## config.mk

```make
export PLATFORM = sky130hd
export DESIGN_NAME = decoder_mcycle_sequencer
export DESIGN_NICKNAME = d
export VERILOG_FILES = /design/src/rtl/decoder_mcycle_sequencer.sv
export SDC_FILE = /design/constraint.sdc
export NUM_CORES = 1
export LEC_CHECK = 0
export CAP_MARGIN = 20
export CORE_MARGIN = 2
export CORE_UTILIZATION = 43
export DETAILED_ROUTE_END_ITERATION = 7
export HOLD_SLACK_MARGIN = 0.12
export PLACE_DENSITY = 0.79
export SYNTH_ARGS = -nofsm -noshare
export SYNTH_HDL_FRONTEND = slang
export SYNTH_SLANG_ARGS = --single-unit
```

## constraint.sdc

```tcl
create_clock -name CLK -period 1.9 [get_ports CLK]
set_input_delay 0.38 -clock CLK [delete_from_list [all_inputs] [get_ports CLK]]
set_output_delay 0.38 -clock CLK [all_outputs]
set_load 0.005 [all_outputs]
```

## src/rtl/decoder_mcycle_sequencer.sv

```systemverilog
// decoder_mcycle_sequencer: T-state counter and bus-control flag decode for M1/MEM-RD/MEM-WR/IO machine cycles
// Ports: CLK, notRESET (async active-low); START/MTYPE/IOWR request a cycle, TWAIT holds the sample state;
// XPT/notXPT T-state index, BUSY, DONE, Flag_* bus controls, SelectAd_* address selects,
// Latch_Data/Halt_XPT sample strobes, Inc_R and R refresh register, WAIT_ERR sticky timeout.
// Optional wait timeout: define DECODER_WAIT_TIMEOUT_EN.
module decoder_mcycle_sequencer #(
    parameter int R_W      = 7,
    parameter int WAIT_MAX = 15
) (
    input  logic           CLK,
    input  logic           notRESET,
    input  logic           START,
    input  logic [1:0]     MTYPE,
    input  logic           IOWR,
    input  logic           TWAIT,
    output logic [1:0]     XPT,
    output logic [1:0]     notXPT,
    output logic           BUSY,
    output logic           DONE,
    output logic           Flag_M1,
    output logic           Flag_MREQ,
    output logic           Flag_IORQ,
    output logic           Flag_RD,
    output logic           Flag_WR,
    output logic           Flag_RFSH,
    output logic           SelectAd_PC,
    output logic           SelectAd_IR,
    output logic           Latch_Data,
    output logic           Halt_XPT,
    output logic           Inc_R,
    output logic [R_W-1:0] R,
    output logic           WAIT_ERR
);
    typedef enum logic [1:0] {MT_M1, MT_RD, MT_WR, MT_IO} mtype_e;
    mtype_e         mtype_q, mtype_d;
    logic           busy_q, busy_d, iowr_q, iowr_d;
    logic [1:0]     xpt_q, xpt_d;
    logic [R_W-1:0] r_q, r_d;
    logic           m1, rd, wr, io, sample, force_adv, accept;
`ifdef DECODER_WAIT_TIMEOUT_EN
    localparam int WC_W = $clog2(WAIT_MAX + 1);
    logic [WC_W-1:0] wcnt_q, wcnt_d;
    logic            werr_q, werr_d;
    assign force_adv = sample && !TWAIT && wcnt_q == WC_W'(WAIT_MAX);
    assign WAIT_ERR  = werr_q;
    always_comb begin
        wcnt_d = Halt_XPT ? wcnt_q + WC_W'(1) : '0;
        werr_d = accept ? 1'b0 : (werr_q || force_adv);
    end
    always_ff @(posedge CLK or negedge notRESET)
        if (!notRESET) begin
            wcnt_q <= '0;
            werr_q <= 1'b0;
        end else begin
            wcnt_q <= wcnt_d;
            werr_q <= werr_d;
        end
`else
    assign force_adv = 1'b0;
    assign WAIT_ERR  = 1'b0;
`endif
    always_comb begin
        m1          = busy_q && mtype_q == MT_M1;
        rd          = busy_q && mtype_q == MT_RD;
        wr          = busy_q && mtype_q == MT_WR;
        io          = busy_q && mtype_q == MT_IO;
        XPT         = xpt_q;
        notXPT      = ~xpt_q;
        BUSY        = busy_q;
        DONE        = busy_q && xpt_q == ((m1 || io) ? 2'd3 : 2'd2);
        sample      = busy_q && xpt_q == (io ? 2'd2 : 2'd1);
        Flag_M1     = m1 && !xpt_q[1];
        Flag_MREQ   = m1 || wr || (rd && !xpt_q[1]);
        Flag_IORQ   = io && (xpt_q[1] ^ xpt_q[0]);
        Flag_RD     = ((m1 || rd) && !xpt_q[1]) || (Flag_IORQ && !iowr_q);
        Flag_WR     = (wr && xpt_q == 2'd1) || (Flag_IORQ && iowr_q);
        Flag_RFSH   = m1 && xpt_q[1];
        SelectAd_PC = Flag_M1;
        SelectAd_IR = Flag_RFSH;
        Inc_R       = m1 && xpt_q == 2'd3;
        Latch_Data  = sample && TWAIT;
        Halt_XPT    = sample && !TWAIT && !force_adv;
        R           = r_q;
        accept      = START && (!busy_q || DONE);
        busy_d      = accept || (busy_q && !DONE);
        xpt_d       = (accept || DONE) ? 2'd0 : (busy_q && !Halt_XPT) ? xpt_q + 2'd1 : xpt_q;
        mtype_d     = accept ? mtype_e'(MTYPE) : mtype_q;
        iowr_d      = accept ? IOWR : iowr_q;
        r_d         = Inc_R ? {r_q[R_W-1], r_q[R_W-2:0] + (R_W-1)'(1)} : r_q;
    end
    always_ff @(posedge CLK or negedge notRESET)
        if (!notRESET) begin
            busy_q  <= 1'b0;
            xpt_q   <= 2'd0;
            mtype_q <= MT_M1;
            iowr_q  <= 1'b0;
            r_q     <= '0;
        end else begin
            busy_q  <= busy_d;
            xpt_q   <= xpt_d;
            mtype_q <= mtype_d;
            iowr_q  <= iowr_d;
            r_q     <= r_d;
        end
endmodule

```

== Word-level counts from Yosys, hierarchy flattened ==
Index checks and enable logic that the tools add are counted.
Word-level totals
  register bits after elaboration: 12
  input bits: 7
  output and inout port bits: 25
  memories: 0
  bits in writable memories: 0
  latch bits: 0
  word-level logic and storage cells: 57
  ROM bits: 0
Operators by class
  add/sub/neg operators: 2
  equality and inequality tests: 7
  order comparisons: 0
  divide/modulo/power cells: 0
  bitwise logic cells: 2
  multipliers: 0
  reduce and logical (&&, ||, !) cells: 37
  shift operators: 0
  multiplexer cells: 4
Operators by type and width (number)
  logical AND 1 bit: 20
  logical OR 1 bit: 9
  adder 6 x 1 -> 6 bit, second input constant: 1
  == test 2 bit, second input constant: 3
  logical NOT 1 bit: 6
  2-to-1 mux 2 bit: 3
  == test 2 x 1 -> 1 bit, second input constant: 2
  == test 2 bit: 2
  adder 2 x 1 -> 2 bit, second input constant: 1
  logical NOT 2 bit: 1
  NOT 2 bit: 1
  nonzero test 2 bit: 1
  2-to-1 mux 1 bit: 1
  XOR 1 bit: 1

== Depth between registers and ports, before layout ==
Gate-level depths: netlist of the first run.
  depth after elaboration: 10
  gate-level depth with buffers: 7
  mapped depth without buffers: 6

== Least setup slack after synthesis of the first run ==
Ideal clock, no wire load.
  path type: reg2out
  start point: register xpt_q[1] (netlist: XPT[1])
  end point: output Flag_RD
  arrival time: 1459 ps
  path slack: 61 ps
  data required time: 1520 ps
  cell stages (with the launch flop): 6
  buffers on the path: 1
  cells stage by stage: dfrtp_1 -> clkbuf_1 -> inv_1 -> ha_1 -> nand2b_1 -> o31ai_1
On the way
  cells in the longest elaborated chain, start to end: 4
  elaborated cells on any way between the ends: 6
  those cells by class: bitwise (1); reduce/logical (5)
RTL lines
  from (decl): line 37  | logic [1:0] xpt_q, xpt_d;
  from (signal assigned): line 100  | xpt_q <= xpt_d;
  XOR 1 bit: line 74  | Flag_IORQ = io && (xpt_q[1] ^ xpt_q[0]);
  logical AND 1 bit: line 74
  logical AND 1 bit: line 75  | Flag_RD = ((m1 || rd) && !xpt_q[1]) || (Flag_IORQ && !iowr_q);
  logical OR 1 bit *: line 75
  to (decl): line 23  | output logic Flag_RD,
Mark *: on every way between the ends. The rest lies on a longest branch, timed or not.

== Worst setup path in the final report of the first run ==
  start point: register xpt_q[0] (netlist: XPT[0])
  end point: output Flag_RD
On the way
  cells in the longest elaborated chain, start to end: 4
RTL lines (line)
  XOR 1 bit: 74
  logical AND 1 bit: 74
  logical AND 1 bit: 75
  logical OR 1 bit: 75
No other way between the ends.

==> flow_summary.ini, run 1 <==
[finish]
mostFrequentLayoutCells = 19 x buf_4, 16 x clkdlybuf4s50_1, 10 x o21ai_0, 9 x dfrtp_1, 8 x nand2_1
diodes = 0
finalNonFillerCells = 170
design_area_sq_mm = 0.00136
num-nets-final = 156
final_common_cell = buf_4
drive_above_1_share_pct = 38.6
fillers = 121
area_growth_pct = 63.0

[synth]
yosysWarnings = 0
syn_area_per_cell_sq_um = 8.53
synthesis.area_sq_um = 836
synth-async-reset-ratio_pct = 100
synth_edf_count = 0
yosys_register_bits = 12
synth_ff_type = dfrtp_1
ys_types = 31
seq_area_frac_synth_pct = 35.9
synth_cells = 98

[floorplanning]
core_area_sq_mm = 0.00178
die_x_um = 48.1
ios = 32
chipHeight_um = 48.1
initial_utilization_pct = 46.9
row_count = 15
dieArea_sq_mm = 0.00231

[critical_path]
critical_path.startpoint = XPT[0]$_DFFE_PN0P_
path_cells = buf_4, ha_4, nand2b_4, o31ai_2, buf_2
slowest_stage = dfrtp_2
worstRegToRegCells = 7
cp_top_family = flip-flops
critPathRequiredTime_ns = 1.52
cp.arrival_ns = 1.47
path_depth = 5
worstSetupPathType = reg2out
slowest_delay_ns = 0.41
cp-start-kind = flip-flop
r2r_end = R[5]$_DFFE_PN0P_
worstReg2RegStart = mtype_q[0]$_DFFE_PN0P_
critPathBufInv = 2
crit_path_end_kind = output port
r2r_setup_slack_ns = 0.10
worstPathMaxFanout = 3
cp-endpoint = Flag_RD

[hold_path]
min_path_type = in2async

[power_and_ir_drop]
p_leak_nw = 0.646
cellPowerDensity_mw_per_mm2 = 1810
ir_worst_vdd_mv = 1.10

[drt]
ant_nets = 0
vias = 857
wl_mm = 2.29
vias_per_cell = 5.04
drt_iter0_markers = 12
wire_per_inst_um = 13.4
drc_errors = 0
drtPass1Iterations = 4

[timing]
tightest_slew_ns = 0.513
setup_viol = 0
slew-limit-headroom_pct = 65.7
post-route-period-util_pct = 97.4
holdWs_ns = 0.455
slew_violations = 0
rsz0062_at_grt = yes
finalHoldViolCount = 0
fin_crit_ns = 1.85
clock_skew_ns = 0.000836
fin_tns_setup_ns = 0
fmax_mhz = 540

[global_routing]
antenna_found_initial = 0
grtUsageMet1_pct = 27.6
grt_usage_pct = 22.1
grt_max_degree = 13
grt_pass1_vias = 832
grt_pass1_wl_mm = 3.59
gr-usage-met2_pct = 40.3
overflow = 0
busiest_layer = met2
met3_usage_pct = 1.13

[clocking]
clockRootBuffer = clkbuf_4
cts_max_level = 1
cts.path.max_buffers = 2
clock-sinks = 12
clk-insertion-delay-late_ns = 0.26
numCtsBuffers = 3
clk_pin_slew_ns = 0.07
cts_tree = done

[placed_design]
dp_hpwl_mm = 1.53
gp_congestion = 0.842
io_buffers = 29
dpl-instance-area_sq_mm = 0.00120
dp_cells = 158

[flow_run]
cap_violations = 0

[run_status]
outcome = completed
metrics by stage:
stage / power, W / util [%] / setup WS (ns)
floorplan: 0.00123 / - / 0.0610
detailed placement: 0.00196 / 67.6 / -0.126
global route: 0.00267 / 76.4 / -0.0197
global placement: 0.00192 / 67.6 / -0.0886
finish: 0.00247 / 76.4 / 0.0486
CTS: 0.00234 / 75.6 / -0.0579
state kept, by name (all words and copies together) (netlist names):
register and flops:
BUSY 1, iowr_q 1, mtype_q 2, XPT 2, R 6
cell usage after synthesis (2+ instances only):
cell type	number	share of area, %
dfrtp_1	12	36
ha_1	3	4.5
xor2_1	4	4.2
nand3b_1	2	1.8
inv_1	4	1.8
nor4_1	2	1.5
buf_4	6	5.4
o21ai_0	11	6.6
nand2b_1	5	3.7
nor3_1	3	1.8
and2_1	2	1.5
mux2_2	2	2.7
nand2_1	9	4.0
xnor2_1	4	4.2
nor2_1	9	4.0
clkbuf_1	2	0.90
a21oi_1	4	2.4
layout make-up:
type / count / area (sq um) / share of cell area [%]
sequential: 12 / 304 / 22.3
inverter: 4 / 15.0 / 1.10
tap: 25 / 31.3 / 2.30
timing repair buffer: 52 / 435 / 32.0
clock buffer: 4 / 36.3 / 2.66
multi-input combinational: 73 / 541 / 39.7
per-layer routing:
layer / part of all wire [%] / up-vias
met5: 0 / -
li1: - / 422
met3: 3.5 / 2
met1: 44 / 403
met4: 0.35 / 0
met2: 52 / 30
worst min-delay path by stage:
stage | end | cells after the start | slack, ns | from
floorplan | BUSY$_DFF_PN0_ | 0 | 0.08 | notRESET
global placement | R[5]$_DFFE_PN0P_ | 1 | 0.46 | R[5]$_DFFE_PN0P_
detailed placement | R[5]$_DFFE_PN0P_ | 1 | 0.47 | R[5]$_DFFE_PN0P_
CTS | R[3]$_DFFE_PN0P_ | 1 | 0.47 | notRESET
global route | R[3]$_DFFE_PN0P_ | 1 | 0.49 | notRESET
finish | R[4]$_DFFE_PN0P_ | 1 | 0.46 | notRESET
timing repair:
action	CTS	global route
setup endpoints to repair	13	7
buffers inserted	8	0
hold buffers	0	0
pin swaps	7	6
gates resized for setup	43	16
report_power, final:
group / internal (W) / total, W / switching [W]
clock: 0.000116 / 0.000195 / 0.0000793
combinational: 0.000992 / 0.00179 / 0.000801
sequential: 0.000372 / 0.000481 / 0.000109
logic make-up after synthesis:
family | synth area share, %
xor gates and xnor gates | 8.38
DFF | 35.9
buffers and inverters | 10.0
AOI/OAI and AO/OA | 13.8
other | 0.449
and+or+nand+nor | 23.1
muxes | 3.89
adders and majority gates | 4.49
(Power assumes the default switching activity.)
==> run 2, diff against run 1 <==
--- a/config.mk
+++ b/config.mk
@@ -12,4 +12,5 @@
 export HOLD_SLACK_MARGIN = 0.12
 export PLACE_DENSITY = 0.79
+export SKIP_CTS_REPAIR_TIMING = 1
 export SYNTH_ARGS = -nofsm -noshare
 export SYNTH_HDL_FRONTEND = slang
==> constraint.sdc (replaced) <==
create_clock -name CLK -period 1.9 [get_ports CLK]
set_input_delay 0.19 -clock CLK [delete_from_list [all_inputs] [get_ports CLK]]
set_output_delay 0.19 -clock CLK [all_outputs]
set_load 0.005 [all_outputs]
==> run 2 against run 1 <==
  * Worst setup slack got worse by 0.23 ns
  * Largest power group unchanged
  * First-iteration DRC count decreased by 50%
  * Total power is 12% lower
  * Register-to-register slack gained 0.14 ns
  * Critical path depth shrank 1
  * Maximum frequency is 11% lower
  * Cell area decreased by 6.2%
  * Highest routed layer unchanged
  * The run now ends with negative setup slack left
==> flow_summary.ini, run 2 (synthesized netlist as in run 1, its figures left out) <==
[run_status]
outcome = finished with violations
violations = negative setup slack

[timing]
fin_crit_ns = 2.08
finalHoldViolCount = 0
fmax_mhz = 481
setup_ws_ns = -0.180
slew-limit-headroom_pct = 65.5
tightest_slew_ns = 0.516
post-route-period-util_pct = 109
slew_violations = 0
rsz0062_at_grt = yes
setup_viol = 1
clock_skew_ns = 0.00153

[floorplanning]
die_x_um = 48.1
dieArea_sq_mm = 0.00231
initial_utilization_pct = 46.9
row_count = 15
chipHeight_um = 48.1
core_area_sq_mm = 0.00178
ios = 32

[clocking]
numCtsBuffers = 3
cts_max_level = 1
clk_pin_slew_ns = 0.07
cts.path.max_buffers = 2
clock-sinks = 12
cts_tree = done
clockRootBuffer = clkbuf_4
clk-insertion-delay-late_ns = 0.27

[global_routing]
overflow = 0
grt_pass1_wl_mm = 2.88
grt_usage_pct = 18.0
grt_max_degree = 14
grt_pass1_vias = 693
antenna_found_initial = 0

[critical_path]
worstReg2RegStart = XPT[0]$_DFFE_PN0P_
cp.arrival_ns = 1.89
critPathRequiredTime_ns = 1.71
worstSetupPathType = reg2out
cp-start-kind = flip-flop
worstPathMaxFanout = 4
crit_path_end_kind = output port
critical_path.startpoint = XPT[0]$_DFFE_PN0P_

[finish]
fin_util_pct = 71.7
multiInputGateArea_sq_um = 463
num-nets-final = 149
drive_above_1_share_pct = 20.3
fillers = 149
largest_register_ffs = 6
final_common_cell = clkdlybuf4s50_1
diodes = 0
design_area_sq_mm = 0.00128
area_growth_pct = 53.0
mostFrequentLayoutCells = 20 x clkdlybuf4s50_1, 15 x buf_4, 11 x o21ai_0, 10 x dfrtp_1
seq_area_sq_um = 303

[placed_design]
gp_congestion = 0.859
io_buffers = 29
dp_hpwl_mm = 1.44
dpl-instance-area_sq_mm = 0.00114

[drt]
vias = 830
wl_mm = 2.06
drt_iter0_markers = 6
drc_errors = 0
vias_per_cell = 5.09
drtPass1Iterations = 4
ant_nets = 0
wire_per_inst_um = 12.6

[hold_path]
min_path_type = in2async

[power_and_ir_drop]
cellPowerDensity_mw_per_mm2 = 1700
ir_worst_vdd_mv = 0.878
p_leak_nw = 0.693

[flow_run]
cap_violations = 0
==> run 2: layout make-up <==
cell class,instances,area share [%]
Tap cell,25,2.45
Multi-Input combinational cell,73,36.2
Timing Repair Buffer,45,33.7
Inverter,4,1.17
Clock buffer,4,2.84
Sequential cell,12,23.7
==> run 2: worst max-delay path, stage by stage (launching register included) <==
cell	delay, ns
dfrtp_1	0.42
xor2_1	0.27
mux2i_1	0.28
and2_1	0.15
clkdlybuf4s50_1	0.49
==> run 2: routing by layer <==
metal	up-vias	track usage [%]	part of all wire [%]
met1	392	23.0	43
met5	-	0	0
met3	4	2.26	4.3
met4	0	8.11	1.8
met2	27	30.4	51
li1	407	-	-
==> run 2: final timing paths <==
path / depth (start not counted) / end / slack (ns)
hold / removal: 1 / XPT[0]$_DFFE_PN0P_ / 0.26
max in group asynchronous: 1 / mtype_q[0]$_DFFE_PN0P_ / 1.27
hold reg to reg: 1 / R[5]$_DFFE_PN0P_ / 0.48
min in group CLK: 1 / R[5]$_DFFE_PN0P_ / 0.48
setup / recovery: 4 / DONE / -0.18
setup reg to reg: 7 / R[5]$_DFFE_PN0P_ / 0.24
==> run 2: through the flow <==
stage	std cells	TNS [ns]	hold WS, ns	worst slack, ns	total power, W
global placement	150	0	0.464	0.0737	0.00182
global route	163	-0.333	0.290	-0.291	0.00234
detailed placement	150	0	0.465	0.0536	0.00185
finish	163	-0.180	0.259	-0.180	0.00217
floorplan	99	0	-0.106	0.238	0.00123
CTS	154	-1.61	0.266	-0.255	0.00207
==> run 2: report_power, final <==
group	internal, W	switching [W]
registers	0.000370	0.000116
clock network	0.000116	0.0000818
logic	0.000845	0.000640
==> run 3, diff against run 2 <==
PLACE_DENSITY = 0.78   (was 0.79)
==> run 3 against run 2 <==
  * The flow still finishes with violations (negative setup slack)
  * Hold slack better by 0.0039 ns
  * Total power decreased by 0.91%
  * Die area is the same
  * Sequential cell count unchanged
  * Maximum frequency rose by 0.35%
  * Critical endpoint is now Halt_XPT
  * Sequential power increased by 5.8%
  * Worst setup slack gained 0.0072 ns
  * Critical path depth rose by 2
==> flow_summary.ini, run 3 (synthesized netlist as in run 1, its figures left out) <==
[run_status]
outcome = finished with violations
violations = negative setup slack

[clocking]
clock-sinks = 12
cts_tree = done
clk_pin_slew_ns = 0.07
cts.path.max_buffers = 2
clk-insertion-delay-late_ns = 0.26
clockRootBuffer = clkbuf_4
cts_max_level = 1
numCtsBuffers = 3

[placed_design]
io_buffers = 29
dp_hpwl_mm = 1.50
dpl_worst_slack_ns = 0.0399
dp_cells = 151
gp_congestion = 0.777

[power_and_ir_drop]
combinationalPowerShare_pct = 69.2
p_leak_nw = 0.618
seq_power_share_pct = 23.9
power_switching_w = 0.000853
cellPowerDensity_mw_per_mm2 = 1730
p_int_w = 0.00130
power.share.switching_pct = 39.7
p_clk_share_pct = 6.9
ir_worst_vdd_mv = 0.960

[timing]
setup_ws_ns = -0.172
clock_skew_ns = 0.00293
fin_crit_ns = 2.07
setup_viol = 3
post-route-period-util_pct = 109
finalHoldViolCount = 0
slew_violations = 0
tightest_slew_ns = 0.509
slew-limit-headroom_pct = 66.0
fmax_mhz = 483
rsz0062_at_grt = yes

[floorplanning]
dieArea_sq_mm = 0.00231
die_x_um = 48.1
ios = 32
initial_utilization_pct = 46.9
row_count = 15
chipHeight_um = 48.1
core_area_sq_mm = 0.00178

[critical_path]
cp-start-kind = flip-flop
worstPathMaxFanout = 6
critPathBufInv = 2
worstSetupPathType = reg2out
crit_path_end_kind = output port
slowest_stage = clkdlybuf4s50_1
slowest_delay_ns = 0.50
cp.arrival_ns = 1.88
cp_top_family = buffers and inverters
path_cells = buf_4, and2_1, nor3_1, o21ai_0, nor2_1, clkdlybuf4s50_1
critPathRequiredTime_ns = 1.71

[global_routing]
overflow = 0
grt_usage_pct = 18.5
grt_max_degree = 14
antenna_found_initial = 0
grt_pass1_wl_mm = 2.91
grt_pass1_vias = 698

[finish]
multiInputGateArea_sq_um = 475
num-nets-final = 146
largest_register_ffs = 6
diodes = 0
seq_area_sq_um = 303
final_common_cell = clkdlybuf4s50_1
mostFrequentLayoutCells = 24 x clkdlybuf4s50_1, 12 x buf_4, 11 x o21ai_0, 10 x dfrtp_1, 9 x nand2_1
drive_above_1_share_pct = 19.4
finalNonFillerCells = 159
fillers = 148
area_growth_pct = 49.0

[drt]
ant_nets = 0
vias_per_cell = 5.11
vias = 812
drt_iter0_markers = 13
wl_mm = 2.03
drtPass1Iterations = 4
wire_per_inst_um = 12.7
drc_errors = 0

[flow_run]
cap_violations = 0

[hold_path]
min_path_type = in2async
==> run 3: power by group through the flow <==
stage / registers (W) / clock network [W] / logic (W)
after floorplan: 0.000461 / 0 / 0.000765
after global placement: 0.000508 / 0 / 0.00132
after detailed placement: 0.000516 / 0 / 0.00136
after CTS: 0.000513 / 0.000153 / 0.00137
after global routing: 0.000531 / 0.000167 / 0.00164
final: 0.000514 / 0.000148 / 0.00149
==> run 3: layer usage <==
metal / up-vias / part of all wire, % / track usage, %
met5: - / 0 / 0
met4: 0 / 0.69 / 8.11
met3: 2 / 5.0 / 3.40
met2: 32 / 51 / 32.8
met1: 377 / 44 / 21.4
li1: 401 / - / -
==> run 3: path summary, 6_finish.rpt <==
kind                                        start                      to  slack [ns]  cells after the start
setup / recovery           mtype_q[1]$_DFFE_PN0P_                Halt_XPT       -0.17                      6
hold / removal                           notRESET        R[4]$_DFFE_PN0P_        0.26                      1
setup reg to reg               XPT[1]$_DFFE_PN0P_        R[5]$_DFFE_PN0P_        0.26                      7
hold reg to reg                  R[5]$_DFFE_PN0P_        R[5]$_DFFE_PN0P_        0.48                      1
max in group asynchronous                notRESET  mtype_q[0]$_DFFE_PN0P_        1.27                      1
min in group CLK                 R[5]$_DFFE_PN0P_        R[5]$_DFFE_PN0P_        0.48                      1
==> run 3: through the flow <==
stage	hold WS [ns]	utilization, %	cell area [sq um]	power, W	TNS, ns
floorplan	-0.106	-	840	0.00123	0
global placement	0.464	64.6	1150	0.00183	0
detailed placement	0.467	64.6	1150	0.00188	0
CTS	0.279	65.9	1170	0.00203	-1.41
global route	0.293	69.8	1240	0.00233	-0.843
finish	0.262	69.8	1240	0.00215	-0.506
==> run 3: worst reg2reg max path, cell delays in order, from the launching register on <==
cell and delay, ns:
dfrtp_1 0.36, buf_4 0.18, ha_1 0.15, and4bb_2 0.25, buf_4 0.13, and4_1 0.23
nand3_1 0.10, xnor2_1 0.13
==> run 3: layout make-up <==
| class | instances | area share, % |
|---|---|---|
| multi-input cells | 73 | 38.2 |
| repair buffers | 42 | 32.0 |
| flip-flops and latches | 12 | 24.3 |
| well taps | 25 | 2.51 |
| clock buffers | 3 | 1.81 |
| inverters | 4 | 1.21 |
